## src/rtl/multdiv_sequencer_if.sv

```systemverilog
// Bundle between the execute stage / multdiv unit / writeback and the sequencer.
// master: pipeline side (instruction, operands, unit result, writeback ownership)
// slave : sequencer side (unit start pulses, latched operands, stall, writeback)
interface multdiv_sequencer_if;
  logic [31:0] DX_IR;
  logic [31:0] operandA;
  logic [31:0] operandB;
  logic [31:0] data_result;
  logic        data_exception;
  logic        data_resultRDY;
  logic        pipelineWE;
  logic        ctrl_MULT;
  logic        ctrl_DIV;
  logic [31:0] mdA;
  logic [31:0] mdB;
  logic        stall;
  logic        wbEnable;
  logic [4:0]  wbReg;
  logic [31:0] wbData;
  logic        busy;

  modport master (
    output DX_IR, operandA, operandB, data_result, data_exception, data_resultRDY, pipelineWE,
    input  ctrl_MULT, ctrl_DIV, mdA, mdB, stall, wbEnable, wbReg, wbData, busy
  );

  modport slave (
    input  DX_IR, operandA, operandB, data_result, data_exception, data_resultRDY, pipelineWE,
    output ctrl_MULT, ctrl_DIV, mdA, mdB, stall, wbEnable, wbReg, wbData, busy
  );
endinterface

```

## src/rtl/multdiv_sequencer.sv

```systemverilog
// Multi-cycle mult/div sequencer: detects a mult/div in X, freezes F/D/X,
// starts the unit, waits for its result (with a 64-cycle timeout) and writes
// the result or an exception code into the register file when the pipeline
// writeback stage leaves the write port free.
// Ports: clock, reset (sync, active-high); md_bus (slave modport) carries the
// instruction/operands, unit handshake, stall and writeback signals.
module multdiv_sequencer (
  input  logic                 clock,
  input  logic                 reset,
  multdiv_sequencer_if.slave   md_bus
);
  localparam int unsigned XLEN = 32;
  localparam int unsigned REGW = 5;
  localparam int unsigned CNTW = 6;

  localparam logic [4:0]      OPC_ALU     = 5'b00000;
  localparam logic [4:0]      ALU_MULT    = 5'b00110;
  localparam logic [4:0]      ALU_DIV     = 5'b00111;
  localparam logic [REGW-1:0] EXC_REG     = REGW'(30);
  localparam logic [XLEN-1:0] EXC_MULT    = XLEN'(4);
  localparam logic [XLEN-1:0] EXC_DIV     = XLEN'(5);
  localparam logic [XLEN-1:0] EXC_TIMEOUT = XLEN'(6);
  localparam logic [CNTW-1:0] CNT_MAX     = '1;

  typedef enum logic [1:0] {IDLE, START, BUSY, DONE} state_e;

  state_e          state_q, state_d;
  logic [XLEN-1:0] md_a_q, md_a_d, md_b_q, md_b_d;
  logic [XLEN-1:0] result_q, result_d;
  logic [REGW-1:0] rd_q, rd_d;
  logic            is_div_q, is_div_d;
  logic            exc_q, exc_d;
  logic            timeout_q, timeout_d;
  logic [CNTW-1:0] cnt_q, cnt_d;

  logic [4:0]      opcode, aluop;
  logic            is_md;
  logic            unused_ir_bits;
  logic            stall_c, ctrl_mult_c, ctrl_div_c, wb_en_c, wb_suppress_c;
  logic [REGW-1:0] wb_reg_c;
  logic [XLEN-1:0] wb_data_c;

  // Instruction decode
  assign opcode         = md_bus.DX_IR[31:27];
  assign aluop          = md_bus.DX_IR[6:2];
  assign is_md          = (opcode == OPC_ALU) && ((aluop == ALU_MULT) || (aluop == ALU_DIV));
  // Instruction fields the sequencer does not decode
  assign unused_ir_bits = ^{md_bus.DX_IR[21:7], md_bus.DX_IR[1:0]};

  // Writeback target/data from the latched completion status
  always_comb begin
    wb_reg_c      = rd_q;
    wb_data_c     = result_q;
    wb_suppress_c = 1'b0;
    if (timeout_q) begin
      wb_reg_c  = EXC_REG;
      wb_data_c = EXC_TIMEOUT;
    end else if (exc_q) begin
      wb_reg_c  = EXC_REG;
      wb_data_c = is_div_q ? EXC_DIV : EXC_MULT;
    end else begin
      // r0 is hardwired: retire silently but keep the same timing
      wb_suppress_c = (rd_q == '0);
    end
  end

  // Next-state and control outputs
  always_comb begin
    state_d     = state_q;
    md_a_d      = md_a_q;
    md_b_d      = md_b_q;
    result_d    = result_q;
    rd_d        = rd_q;
    is_div_d    = is_div_q;
    exc_d       = exc_q;
    timeout_d   = timeout_q;
    cnt_d       = cnt_q;
    stall_c     = 1'b0;
    ctrl_mult_c = 1'b0;
    ctrl_div_c  = 1'b0;
    wb_en_c     = 1'b0;
    case (state_q)
      IDLE: begin
        if (is_md) begin
          stall_c  = 1'b1;
          md_a_d   = md_bus.operandA;
          md_b_d   = md_bus.operandB;
          rd_d     = md_bus.DX_IR[26:22];
          is_div_d = (aluop == ALU_DIV);
          state_d  = START;
        end
      end
      START: begin
        // Unit sees exactly one start pulse; a stale ready here is ignored
        stall_c     = 1'b1;
        ctrl_mult_c = ~is_div_q;
        ctrl_div_c  = is_div_q;
        cnt_d       = '0;
        state_d     = BUSY;
      end
      BUSY: begin
        stall_c = 1'b1;
        cnt_d   = cnt_q + CNTW'(1);
        if (md_bus.data_resultRDY) begin
          result_d  = md_bus.data_result;
          exc_d     = md_bus.data_exception;
          timeout_d = 1'b0;
          state_d   = DONE;
        end else if (cnt_q == CNT_MAX) begin
          exc_d     = 1'b0;
          timeout_d = 1'b1;
          state_d   = DONE;
        end
      end
      DONE: begin
        // Pipeline writeback owns the port; releasing stall in the write
        // cycle lets DX advance so the instruction is not re-issued.
        if (md_bus.pipelineWE) begin
          stall_c = 1'b1;
        end else begin
          wb_en_c = ~wb_suppress_c;
          state_d = IDLE;
        end
      end
      default: state_d = IDLE;
    endcase
  end

  // State and datapath registers
  always_ff @(posedge clock) begin
    if (reset) begin
      state_q   <= IDLE;
      md_a_q    <= '0;
      md_b_q    <= '0;
      result_q  <= '0;
      rd_q      <= '0;
      is_div_q  <= 1'b0;
      exc_q     <= 1'b0;
      timeout_q <= 1'b0;
      cnt_q     <= '0;
    end else begin
      state_q   <= state_d;
      md_a_q    <= md_a_d;
      md_b_q    <= md_b_d;
      result_q  <= result_d;
      rd_q      <= rd_d;
      is_div_q  <= is_div_d;
      exc_q     <= exc_d;
      timeout_q <= timeout_d;
      cnt_q     <= cnt_d;
    end
  end

  assign md_bus.ctrl_MULT = ctrl_mult_c;
  assign md_bus.ctrl_DIV  = ctrl_div_c;
  assign md_bus.mdA       = md_a_q;
  assign md_bus.mdB       = md_b_q;
  assign md_bus.stall     = stall_c;
  assign md_bus.wbEnable  = wb_en_c;
  assign md_bus.wbReg     = wb_reg_c;
  assign md_bus.wbData    = wb_data_c;
  assign md_bus.busy      = (state_q != IDLE);
endmodule

```

## src/flat_wrapper.sv

```systemverilog
// flat-port wrapper written by rule: the top's interface ports become plain ports
module multdiv_sequencer_flat 
  (clock, reset, md_bus_DX_IR, md_bus_operandA, md_bus_operandB, md_bus_data_result, md_bus_data_exception, md_bus_data_resultRDY, md_bus_pipelineWE, md_bus_ctrl_MULT, md_bus_ctrl_DIV, md_bus_mdA, md_bus_mdB, md_bus_stall, md_bus_wbEnable, md_bus_wbReg, md_bus_wbData, md_bus_busy);
  multdiv_sequencer_if md_bus_i ();
  input  logic clock;
  input  logic reset;
  input wire logic [$bits(md_bus_i.DX_IR)-1:0] md_bus_DX_IR;
  input wire logic [$bits(md_bus_i.operandA)-1:0] md_bus_operandA;
  input wire logic [$bits(md_bus_i.operandB)-1:0] md_bus_operandB;
  input wire logic [$bits(md_bus_i.data_result)-1:0] md_bus_data_result;
  input wire logic [$bits(md_bus_i.data_exception)-1:0] md_bus_data_exception;
  input wire logic [$bits(md_bus_i.data_resultRDY)-1:0] md_bus_data_resultRDY;
  input wire logic [$bits(md_bus_i.pipelineWE)-1:0] md_bus_pipelineWE;
  output wire logic [$bits(md_bus_i.ctrl_MULT)-1:0] md_bus_ctrl_MULT;
  output wire logic [$bits(md_bus_i.ctrl_DIV)-1:0] md_bus_ctrl_DIV;
  output wire logic [$bits(md_bus_i.mdA)-1:0] md_bus_mdA;
  output wire logic [$bits(md_bus_i.mdB)-1:0] md_bus_mdB;
  output wire logic [$bits(md_bus_i.stall)-1:0] md_bus_stall;
  output wire logic [$bits(md_bus_i.wbEnable)-1:0] md_bus_wbEnable;
  output wire logic [$bits(md_bus_i.wbReg)-1:0] md_bus_wbReg;
  output wire logic [$bits(md_bus_i.wbData)-1:0] md_bus_wbData;
  output wire logic [$bits(md_bus_i.busy)-1:0] md_bus_busy;
  assign md_bus_i.DX_IR = md_bus_DX_IR;
  assign md_bus_i.operandA = md_bus_operandA;
  assign md_bus_i.operandB = md_bus_operandB;
  assign md_bus_i.data_result = md_bus_data_result;
  assign md_bus_i.data_exception = md_bus_data_exception;
  assign md_bus_i.data_resultRDY = md_bus_data_resultRDY;
  assign md_bus_i.pipelineWE = md_bus_pipelineWE;
  assign md_bus_ctrl_MULT = md_bus_i.ctrl_MULT;
  assign md_bus_ctrl_DIV = md_bus_i.ctrl_DIV;
  assign md_bus_mdA = md_bus_i.mdA;
  assign md_bus_mdB = md_bus_i.mdB;
  assign md_bus_stall = md_bus_i.stall;
  assign md_bus_wbEnable = md_bus_i.wbEnable;
  assign md_bus_wbReg = md_bus_i.wbReg;
  assign md_bus_wbData = md_bus_i.wbData;
  assign md_bus_busy = md_bus_i.busy;
  multdiv_sequencer u_core (.clock(clock), .reset(reset), .md_bus(md_bus_i));
endmodule
```

## config.mk

```make
export PLATFORM = sky130hd
export DESIGN_NAME = multdiv_sequencer_flat
export DESIGN_NICKNAME = d
export VERILOG_FILES = /design/src/rtl/multdiv_sequencer_if.sv /design/src/rtl/multdiv_sequencer.sv /design/src/flat_wrapper.sv
export SDC_FILE = /design/constraint.sdc
export NUM_CORES = 1
export LEC_CHECK = 0
export BUFFER_PORTS_ARGS = -buffer_cell sky130_fd_sc_hd__clkbuf_2
export CAP_MARGIN = 15
export CORE_UTILIZATION = 44
export CTS_CLUSTER_DIAMETER = 150
export DETAILED_ROUTE_END_ITERATION = 8
export GPL_TIMING_DRIVEN = 0
export PLACE_DENSITY_LB_ADDON = 0.3
export SLEW_MARGIN = 10
export SYNTH_ARGS = -nofsm -noshare
export SYNTH_HDL_FRONTEND = slang
export SYNTH_SLANG_ARGS = --single-unit
```

## constraint.sdc

```tcl
create_clock -name clock -period 2.4 [get_ports clock]
set_clock_uncertainty 0.05 [all_clocks]
set_input_delay 0.12 -clock clock [delete_from_list [all_inputs] [get_ports clock]]
set_output_delay 0.12 -clock clock [all_outputs]
set_load 0.1 [all_outputs]
```

==> Yosys cells after proc, flatten, opt, wreduce, memory -nomap -nowiden <==
Cells that the tools add are included.
{ "word_totals": {"ff_bits": 112, "input_bits": 133, "output_inout_bits": 106, "elab_cells": 58} }
{ "classes": {"n_addsub": 1, "eq_ne": 9, "muxes": 24, "n_bitwise": 2, "reduce_logical": 13} }
{ "ops": {"columns": ["cell", "count"], "rows": [
  ["$mux 32", 2],
  ["$mux 1", 13],
  ["$pmux 6 s2", 1],
  ["$eq 5x3->1 const B", 2],
  ["$logic_not 5->1", 2],
  ["$mux 5", 2],
  ["$mux 2", 4],
  ["$pmux 2 s4", 1],
  ["$add 6x1->6 const B", 1],
  ["$eq 6x6->1 const B", 1],
  ["$reduce_and 2->1", 3],
  ["$reduce_bool 2->1", 3],
  ["$eq 2x2->1 const B", 2],
  ["$ne 3x2->1 const B", 1],
  ["$pmux 1 s3", 1],
  ["$reduce_and 3->1", 1],
  ["$eq 2x1->1 const B", 1],
  ["$logic_not 2->1", 1],
  ["$ne 2x1->1 const B", 1],
  ["$ne 2x2->1 const B", 1],
  ["$not 1->1", 2],
  ["$reduce_or 2->1", 1],
  ["$logic_and 1x1->1", 1],
  ["$logic_or 1x1->1", 1]
]} }

==> Logic depth before layout (Yosys ltp) <==
Gate-level depths: netlist of run 1.
{ "depth": {"word_depth": 6, "ltp_mapped": 8, "ltp_nobuf": 6} }

==> Least setup slack after synthesis of run 1 <==
Ideal clock, no wire load.
{ "synth_path": {"kind": "register to output", "from": "register u_core.exc_q", "to": "output md_bus_wbEnable", "arrival_ns": 3.619, "required_time_ns": 2.230, "slack_ns": -1.389, "stages_incl_launch_ff": 5, "n_path_buf": 1, "path_cell_list": "dfxtp_1 clkbuf_1 or3_1 nor2_1 nor3b_1"} }
{ "synth_via": {"elab_chain_cells": 5} }
{ "synth_rtl": {"columns": ["item", "line_no", "text"], "rows": [
  ["start: declaration", "multdiv_sequencer.sv:32", "logic exc_q, exc_d;"],
  ["start signal: assignment", "multdiv_sequencer.sv:138", "exc_q <= 1'b0;"],
  ["start signal: assignment", "multdiv_sequencer.sv:148", "exc_q <= exc_d;"],
  ["$mux 1", "multdiv_sequencer.sv:58", "end else if (exc_q) begin"],
  ["$mux 1", "multdiv_sequencer.sv:55", "if (timeout_q) begin"],
  ["$not 1->1", "multdiv_sequencer.sv:121", "wb_en_c = ~wb_suppress_c;"],
  ["$mux 1", "multdiv_sequencer.sv:118", "if (md_bus.pipelineWE) begin"],
  ["$mux 1", "multdiv_sequencer.sv:82", "case (state_q)"],
  ["end: declaration", "flat_wrapper.sv:19", "output wire logic [$bits(md_bus_i.wbEnable)-1:0] md_bus_wbEnable;"]
]} }
Every way passes these cells.

==> Final worst setup path of run 1 <==
{ "layout_path": {"from": "register u_core.state_q[1]", "to": "register u_core.md_b_q[15], in the netlist u_core.md_bus.mdB[15]"} }
{ "layout_via": {"elab_chain_cells": 2} }
{ "layout_rtl": {"columns": ["item", "line_no", "text"], "rows": [
  ["start: declaration", "multdiv_sequencer.sv:27", "state_e state_q, state_d;"],
  ["start signal: assignment", "multdiv_sequencer.sv:142", "state_q <= state_d;"],
  ["$logic_not 2->1", "multdiv_sequencer.sv:82", null],
  ["$reduce_and 2->1 (no source line)", null, null],
  ["end signal: assignment", "multdiv_sequencer.sv:144", "md_b_q <= md_b_d;"],
  ["end: declaration", "multdiv_sequencer.sv:28", "logic [XLEN-1:0] md_a_q, md_a_d, md_b_q, md_b_d;"]
]} }
Every way passes these cells.
A chain may end at the register's enable or synchronous reset.

==> flow_metrics.py, run 1 <==
metrics = {
    "final_layout": {
        "syn_to_final_growth_pct": 58.26,
        "seqCellArea_sq_um": 2242,
        "finalNonFillerCells": 1023,
        "drive_gt1_frac": 0.2710,
        "multi_input_area_sq_um": 1921,
        "design_area_sq_um": 6835,
        "num-fill-cells": 698,
        "nets": 1027,
    },
    "logic_synthesis": {
        "syn_area_sq_um": 4319,
        "synth-xor-area-share": 0.008111,
        "synth_seq_area_share": 0.5191,
        "yosysWarnings": 0,
        "syn_avg_cell_area_sq_um": 7.782,
        "yosysUniqueCellTypes": 30,
        "synthAdderAreaFrac": 0.01738,
        "synthCells": 555,
        "synth-simple-area-share": 0.2714,
        "synth_top_family_by_area": "simple AND/OR/NAND/NOR gates",
        "synth-compound-area-share": 0.1362,
        "synth_seq_cells": 112,
        "synth_mux_area_frac": 0.006952,
        "synth_fp_nets": 694,
    },
    "global_routing": {
        "groute.usage.overall": 0.2965,
        "antenna_found_initial": 0,
        "grt_remaining_overflow": 0,
        "grt_pass1_vias": 5079,
        "grt_pass1_wl_mm": 23.46,
        "grt_max_degree": 21,
    },
    "critical_path": {
        "critPathTopFamily": "buffers and inverters",
        "reg2reg_to": "u_core.md_bus.mdB[15]$_SDFFE_PP0P_",
        "r2r_cells": 8,
        "max_stage_delay_ps": 560,
        "slowest_stage": "nor4_4",
        "r2r_setup_slack_ps": 130,
        "cp.arrival_ps": 2510,
        "critPathMaxFanout": 10,
        "crit_type": "reg -> reg",
        "cp_cell_sequence": "inv_1, ha_1, inv_1, nor4_4, buf_2, buf_2, nand2_1, a21oi_1",
        "crit_path_end": "u_core.md_bus.mdB[15]$_SDFFE_PP0P_",
        "cp.depth": 8,
        "cp-start-kind": "register",
        "crit_buf_inv": 4,
        "required_ps": 2650,
        "crit_start": "u_core.state_q[1]$_SDFFE_PP0P_",
        "worstSetupEndpointType": "register",
        "r2r_start": "u_core.state_q[1]$_SDFFE_PP0P_",
    },
    "clocking": {
        "postCtsSetupRepairBufs": 0,
        "clkSinkCount": 112,
        "clk_latency_ps": 360,
        "cts_buffer_depth": 2,
        "cts_max_level": 3,
        "clk_pin_slew_ps": 120,
        "cts_buffers": 9,
        "cts_root_buffer": "clkbuf_8",
        "cts_tree": "built",
    },
    "timing": {
        "worst_slew_pin_slew_ps": 656.6,
        "period_share": 0.9440,
        "slew_viol_final": 0,
        "max_slew_margin": 0.5623,
        "max_freq_ghz": 0.4414,
        "setup_violations": 0,
        "fin_tns_setup_ps": 0,
        "fin_ws_ps": 134.3,
        "finalCriticalPeriod_ps": 2266,
        "rsz0062_at_grt": "no",
        "hold_violations": 0,
    },
    "floorplan": {
        "dieArea_sq_um": 10220,
        "initial_core_util": 0.4609,
        "die_h_um": 101.1,
        "core_area_sq_um": 9371,
        "top_level_ports": 239,
        "die_w_um": 101.1,
        "rows": 35,
    },
    "detailed_routing": {
        "drc": 0,
        "first_pass_iters": 5,
        "drt_iter0_markers": 165,
        "ant_nets": 0,
        "vias_per_cell": 4.943,
        "drt_wl_total_mm": 14.91,
        "via_count": 5057,
        "routedWlPerCell_um": 14.57,
    },
    "job": {
        "cap_violations": 0,
    },
    "placement": {
        "dp.cells": 904,
        "gp_congestion": 0.8552,
        "dpl_worst_slack_ps": 9.562,
        "portBuffers": 220,
        "dp_hpwl_mm": 9.363,
        "placed_area_sq_um": 5593,
    },
    "worst_hold_path": {
        "hold_class": "in -> reg",
    },
    "power": {
        "total_power_mw": 3.507,
        "p_per_area_nw_per_um2": 513.1,
        "peakVddDrop_v": 0.0003972,
        "p_leak_nw": 2.959,
    },
    "outcome": {
        "outcome": "complete, no violations",
    },
}
-- layout make-up --
| type | count | share of cell area |
|---|---|---|
| Antenna cell | 1 | 0.0003661 |
| Buffer | 38 | 0.02142 |
| Clock buffer | 9 | 0.01812 |
| Clock inverter | 7 | 0.01226 |
| Inverter | 8 | 0.004393 |
| Multi-Input combinational cell | 397 | 0.2810 |
| Sequential cell | 112 | 0.3280 |
| Tap cell | 129 | 0.02361 |
| Timing Repair Buffer | 322 | 0.3108 |
-- cells in the final DEF (no fill, tap or decap), drive strengths merged, types with 2 or more instances in the layout --
cell type      n
clkbuf       261
nand2        207
dfxtp        112
a21oi        104
dlygate4sd3  102
and2          32
inv           12
nor2           9
or3            7
buf            6
ha             6
mux2i          3
nand4          3
xor2           3
or4            3
o31a           2
nand3          2
a211oi         2
nand2b         2
o21ai          2
nor4           2
clkinv         2
-- stage by stage --
| step | hold WS (ps) | util |
|---|---|---|
| after floorplan | 206.0 | - |
| after global placement | 292.5 | 0.5968 |
| after detailed placement | 299.3 | 0.5968 |
| after CTS | 11.52 | 0.7288 |
| after global routing | 61.66 | 0.7291 |
| final | 29.96 | 0.7294 |
-- flip-flops by register name (all words and copies together), names as in the netlist --
register           count
u_core.md_bus.mdA     32
u_core.state_q         2
u_core.result_q       32
u_core.rd_q            5
u_core.is_div_q        1
u_core.exc_q           1
u_core.md_bus.mdB     32
u_core.timeout_q       1
u_core.cnt_q           6
-- layer usage --
layer  GRT usage  vias up  routed length (um)
met5           0        -                   0
met4      0.1784        0                 722
met3     0.08252       63                 982
met2      0.5254      255                7596
met1      0.3116     2283                5609
li1            -     2456                   -
-- what timing repair did --
action / in CTS / in global routing
gates cloned: 0 / 0
setup endpoints to repair: 4 / 4
hold endpoints to repair: 102 / 0
gates resized for setup: 1 / 5
pin swaps: 0 / 0
hold buffers: 102 / 0
-- how the worst min path moves through the flow --
stage	slack [ps]	endpoint	depth (start not counted)	startpoint
2_1_floorplan	210	u_core.rd_q[1]$_SDFFE_PP0P_	2	md_bus_DX_IR[23]
3_3_place_gp	290	u_core.md_bus.mdA[9]$_SDFFE_PP0P_	3	md_bus_operandA[9]
3_5_place_dp	300	u_core.result_q[18]$_SDFFE_PP0P_	3	md_bus_data_result[18]
4_1_cts	10	u_core.is_div_q$_SDFFE_PP0P_	4	md_bus_DX_IR[2]
5_1_grt	60	u_core.is_div_q$_SDFFE_PP0P_	4	md_bus_DX_IR[2]
6_report	30	u_core.is_div_q$_SDFFE_PP0P_	4	md_bus_DX_IR[2]
-- power by group --
| group | total [mW] | internal, mW | switching [mW] |
|---|---|---|---|
| Sequential | 1.87 | 1.87 | 0.00713 |
| Clock | 1.18 | 0.506 | 0.678 |
| Combinational | 0.449 | 0.218 | 0.231 |
| Total | 3.51 | 2.59 | 0.916 |
-- cell families (layout without fill, tap and decap cells) --
kind of cell / Yosys count / count (layout)
flip-flops: 112 / 112
multiplexers: 3 / 3
buffers and inverters: 46 / 384
XOR/XNOR: 4 / 4
AO/OA/AOI/OAI: 113 / 113
other: 0 / 1
adder cells (fa/ha/maj): 6 / 6
AND/OR/NAND/NOR: 271 / 271
-- worst reg2reg max path: cells and delay by family (launching register included) --
family                     cells  cell delay (ps)
buffers and inverters          4              790
AOI/OAI and AO/OA              1              160
adders and majority gates      1              180
DFF                            1              360
and+or+nand+nor                2              670
-- synth_stat cells, drive strengths merged --
master | n | area, sq um
clkbuf | 35 | 131.4
nand4bb | 1 | 11.26
o31ai | 1 | 7.510
and2 | 32 | 200.2
xor2 | 3 | 26.28
nand4 | 3 | 18.77
nor2 | 9 | 33.78
nand2b | 2 | 12.51
nand2 | 207 | 777.0
a21oi | 104 | 520.5
and3 | 1 | 6.260
a21o | 1 | 7.510
xnor2 | 1 | 8.760
o31a | 2 | 17.52
nand3 | 2 | 10.01
mux2i | 3 | 30.03
dfxtp | 112 | 2242
nor2b | 1 | 6.260
inv | 8 | 30.03
ha | 6 | 75.07
nor4 | 2 | 18.77
buf | 3 | 15.01
or3 | 7 | 43.79
a311o | 1 | 10.01
nor3b | 1 | 7.510
o21ai | 2 | 10.01
a211oi | 2 | 15.01
or4 | 3 | 26.27
Power figures use the tool's default switching activity.
==> run 2, diff against run 1 <==
Settings changed: CELL_PAD_IN_SITES_DETAIL_PLACEMENT from default to 0, CELL_PAD_IN_SITES_GLOBAL_PLACEMENT from default to 1, CORE_UTILIZATION 44 to 30.
==> flow_metrics.py, run 2 (same netlist as run 1, synthesis figures left out) <==
metrics = {
    "global_routing": {
        "grt_pass1_vias": 4771,
        "globalRouteMet2Util": 0.3319,
        "grt_max_degree": 18,
        "groute.usage.overall": 0.1923,
        "grt_pass1_wl_mm": 22.16,
        "grt_remaining_overflow": 0,
        "antenna_found_initial": 1,
        "grt-busiest-layer": "met2",
        "use_met1": 0.2182,
        "met3_usage": 0.05899,
    },
    "floorplan": {
        "initial_core_util": 0.3088,
        "rows": 43,
        "top_level_ports": 239,
        "die_w_um": 122.0,
        "die_h_um": 122.0,
        "dieArea_sq_um": 14880,
        "core_area_sq_um": 13990,
    },
    "job": {
        "cap_violations": 0,
    },
    "detailed_routing": {
        "ant_nets": 0,
        "routedWlPerCell_um": 13.33,
        "drc": 0,
        "vias_per_cell": 4.535,
        "drt_wl_total_mm": 14.31,
        "via_count": 4866,
        "drt_iter0_markers": 217,
        "first_pass_iters": 6,
    },
    "critical_path": {
        "r2r_setup_slack_ps": 320,
        "r2r_cells": 8,
        "worstSetupEndpointType": "output pin",
        "crit_type": "reg -> out",
        "critPathMaxFanout": 8,
        "cp.arrival_ps": 2060,
        "reg2reg_to": "u_core.md_bus.mdB[3]$_SDFFE_PP0P_",
        "r2r_start": "u_core.state_q[0]$_SDFFE_PP0P_",
        "required_ps": 2230,
        "cp-start-kind": "register",
    },
    "final_layout": {
        "mostFrequentLayoutCells": "clkbuf_2, nand2_1, dfxtp_1",
        "nets": 1027,
        "layout_commonest_cell": "clkbuf_2",
        "post-route-util": 0.4977,
        "num-fill-cells": 1346,
        "drive_gt1_frac": 0.2699,
        "n_antenna_cell": 0,
        "syn_to_final_growth_pct": 61.18,
    },
    "placement": {
        "gp_congestion": 0.7556,
        "portBuffers": 220,
        "dp_hpwl_mm": 9.932,
    },
    "power": {
        "peakVddDrop_v": 0.0004221,
        "p_leak_nw": 2.987,
        "p_per_area_nw_per_um2": 536.1,
        "total_power_mw": 3.732,
    },
    "worst_hold_path": {
        "min_to": "u_core.is_div_q$_SDFFE_PP0P_",
        "hold_class": "in -> reg",
        "hp-start": "md_bus_DX_IR[2]",
        "holdPathStages": 4,
    },
    "timing": {
        "worst_slew_pin_slew_ps": 635.7,
        "rsz0062_at_grt": "no",
        "slew_viol_final": 0,
        "hold_violations": 0,
        "max_slew_margin": 0.5762,
        "period_share": 0.9279,
        "finalCriticalPeriod_ps": 2227,
        "max_freq_ghz": 0.4491,
        "setup_violations": 0,
    },
    "clocking": {
        "clk_latency_ps": 350,
        "cts_tree": "built",
        "cts_max_level": 3,
        "cts_buffer_depth": 2,
        "cts_root_buffer": "clkbuf_16",
        "clk_pin_slew_ps": 70,
        "cts_buffers": 9,
        "clkSinkCount": 112,
    },
    "outcome": {
        "outcome": "complete, no violations",
    },
}
## run 2: cell count changes in the layout (fill, tap and decap cells not counted), moves of 2 or more
cell / delta
buf_2: -3
clkbuf_16: +9
clkbuf_2: +4
clkbuf_8: -8
clkinv_2: +2
inv_6: -2
inv_8: -2
## run 2: per-stage QoR
step / cells / TNS (ps) / area [sq um] / hold WS (ps) / setup slack [ps]
4_1_cts: 1073 / 0 / 6962 / 41.12 / 139.4
6_report: 1073 / 0 / 6962 / 36.17 / 173.1
3_5_place_dp: 955 / -6.432 / 5657 / 298.7 / -6.354
2_1_floorplan: 555 / -98.64 / 4330 / 206.0 / -98.64
3_3_place_gp: 955 / 0 / 5657 / 294.0 / 43.25
5_1_grt: 1073 / 0 / 6962 / 62.40 / 22.53
## run 2: how the worst max path moves through the flow
stage                              startpoint                                 end  slack (ps)  cells past startpoint
3_3_place_gp   u_core.state_q[0]$_SDFFE_PP0P_   u_core.md_bus.mdB[6]$_SDFFE_PP0P_          40                      8
5_1_grt             u_core.exc_q$_SDFFE_PP0P_                   md_bus_wbData[11]          20                      5
2_1_floorplan       u_core.exc_q$_SDFFE_PP0P_                     md_bus_wbEnable        -100                      4
3_5_place_dp   u_core.state_q[0]$_SDFFE_PP0P_  u_core.md_bus.mdB[11]$_SDFFE_PP0P_          -6                      8
6_report       u_core.state_q[0]$_SDFFE_PP0P_                        md_bus_stall         170                      5
4_1_cts             u_core.exc_q$_SDFFE_PP0P_                    md_bus_wbData[5]         140                      5
## run 2: repair_timing
item	4_1_cts	5_1_grt
pin swaps	0	1
endpoints found under the hold margin	102	0
hold buffers	102	0
setup endpoints to repair	10	8
setup buffers	0	0
gates resized for setup	1	0
## run 2: layer usage
metal / share of wire / wire length (um)
met4: 0.022 / 312
met2: 0.49 / 7039
met3: 0.067 / 965
met5: 0 / 0
met1: 0.42 / 5989
## run 2: layout make-up
class,instances,area [sq um],area share
Sequential cell,112,2242,0.3221
Buffer,38,146.4,0.02103
Tap cell,180,225.2,0.03235
Timing Repair Buffer,322,2122,0.3048
Clock buffer,11,242.7,0.03487
Inverter,8,30.03,0.004313
Multi-Input combinational cell,397,1921,0.2759
Clock inverter,5,32.53,0.004673
## run 2: worst max-delay path: stages, from the launching register on
cell and delay (ps):
dfxtp_1 370, inv_1 100, ha_1 280, clkbuf_1 300, o31a_1 190, clkbuf_2 460
## run 2: where the power goes
| group | switching, mW | total, mW | internal, mW |
|---|---|---|---|
| clock network | 0.686 | 1.42 | 0.732 |
| registers | 0.00648 | 1.87 | 1.87 |
| logic | 0.226 | 0.442 | 0.216 |
| total | 0.918 | 3.73 | 2.81 |
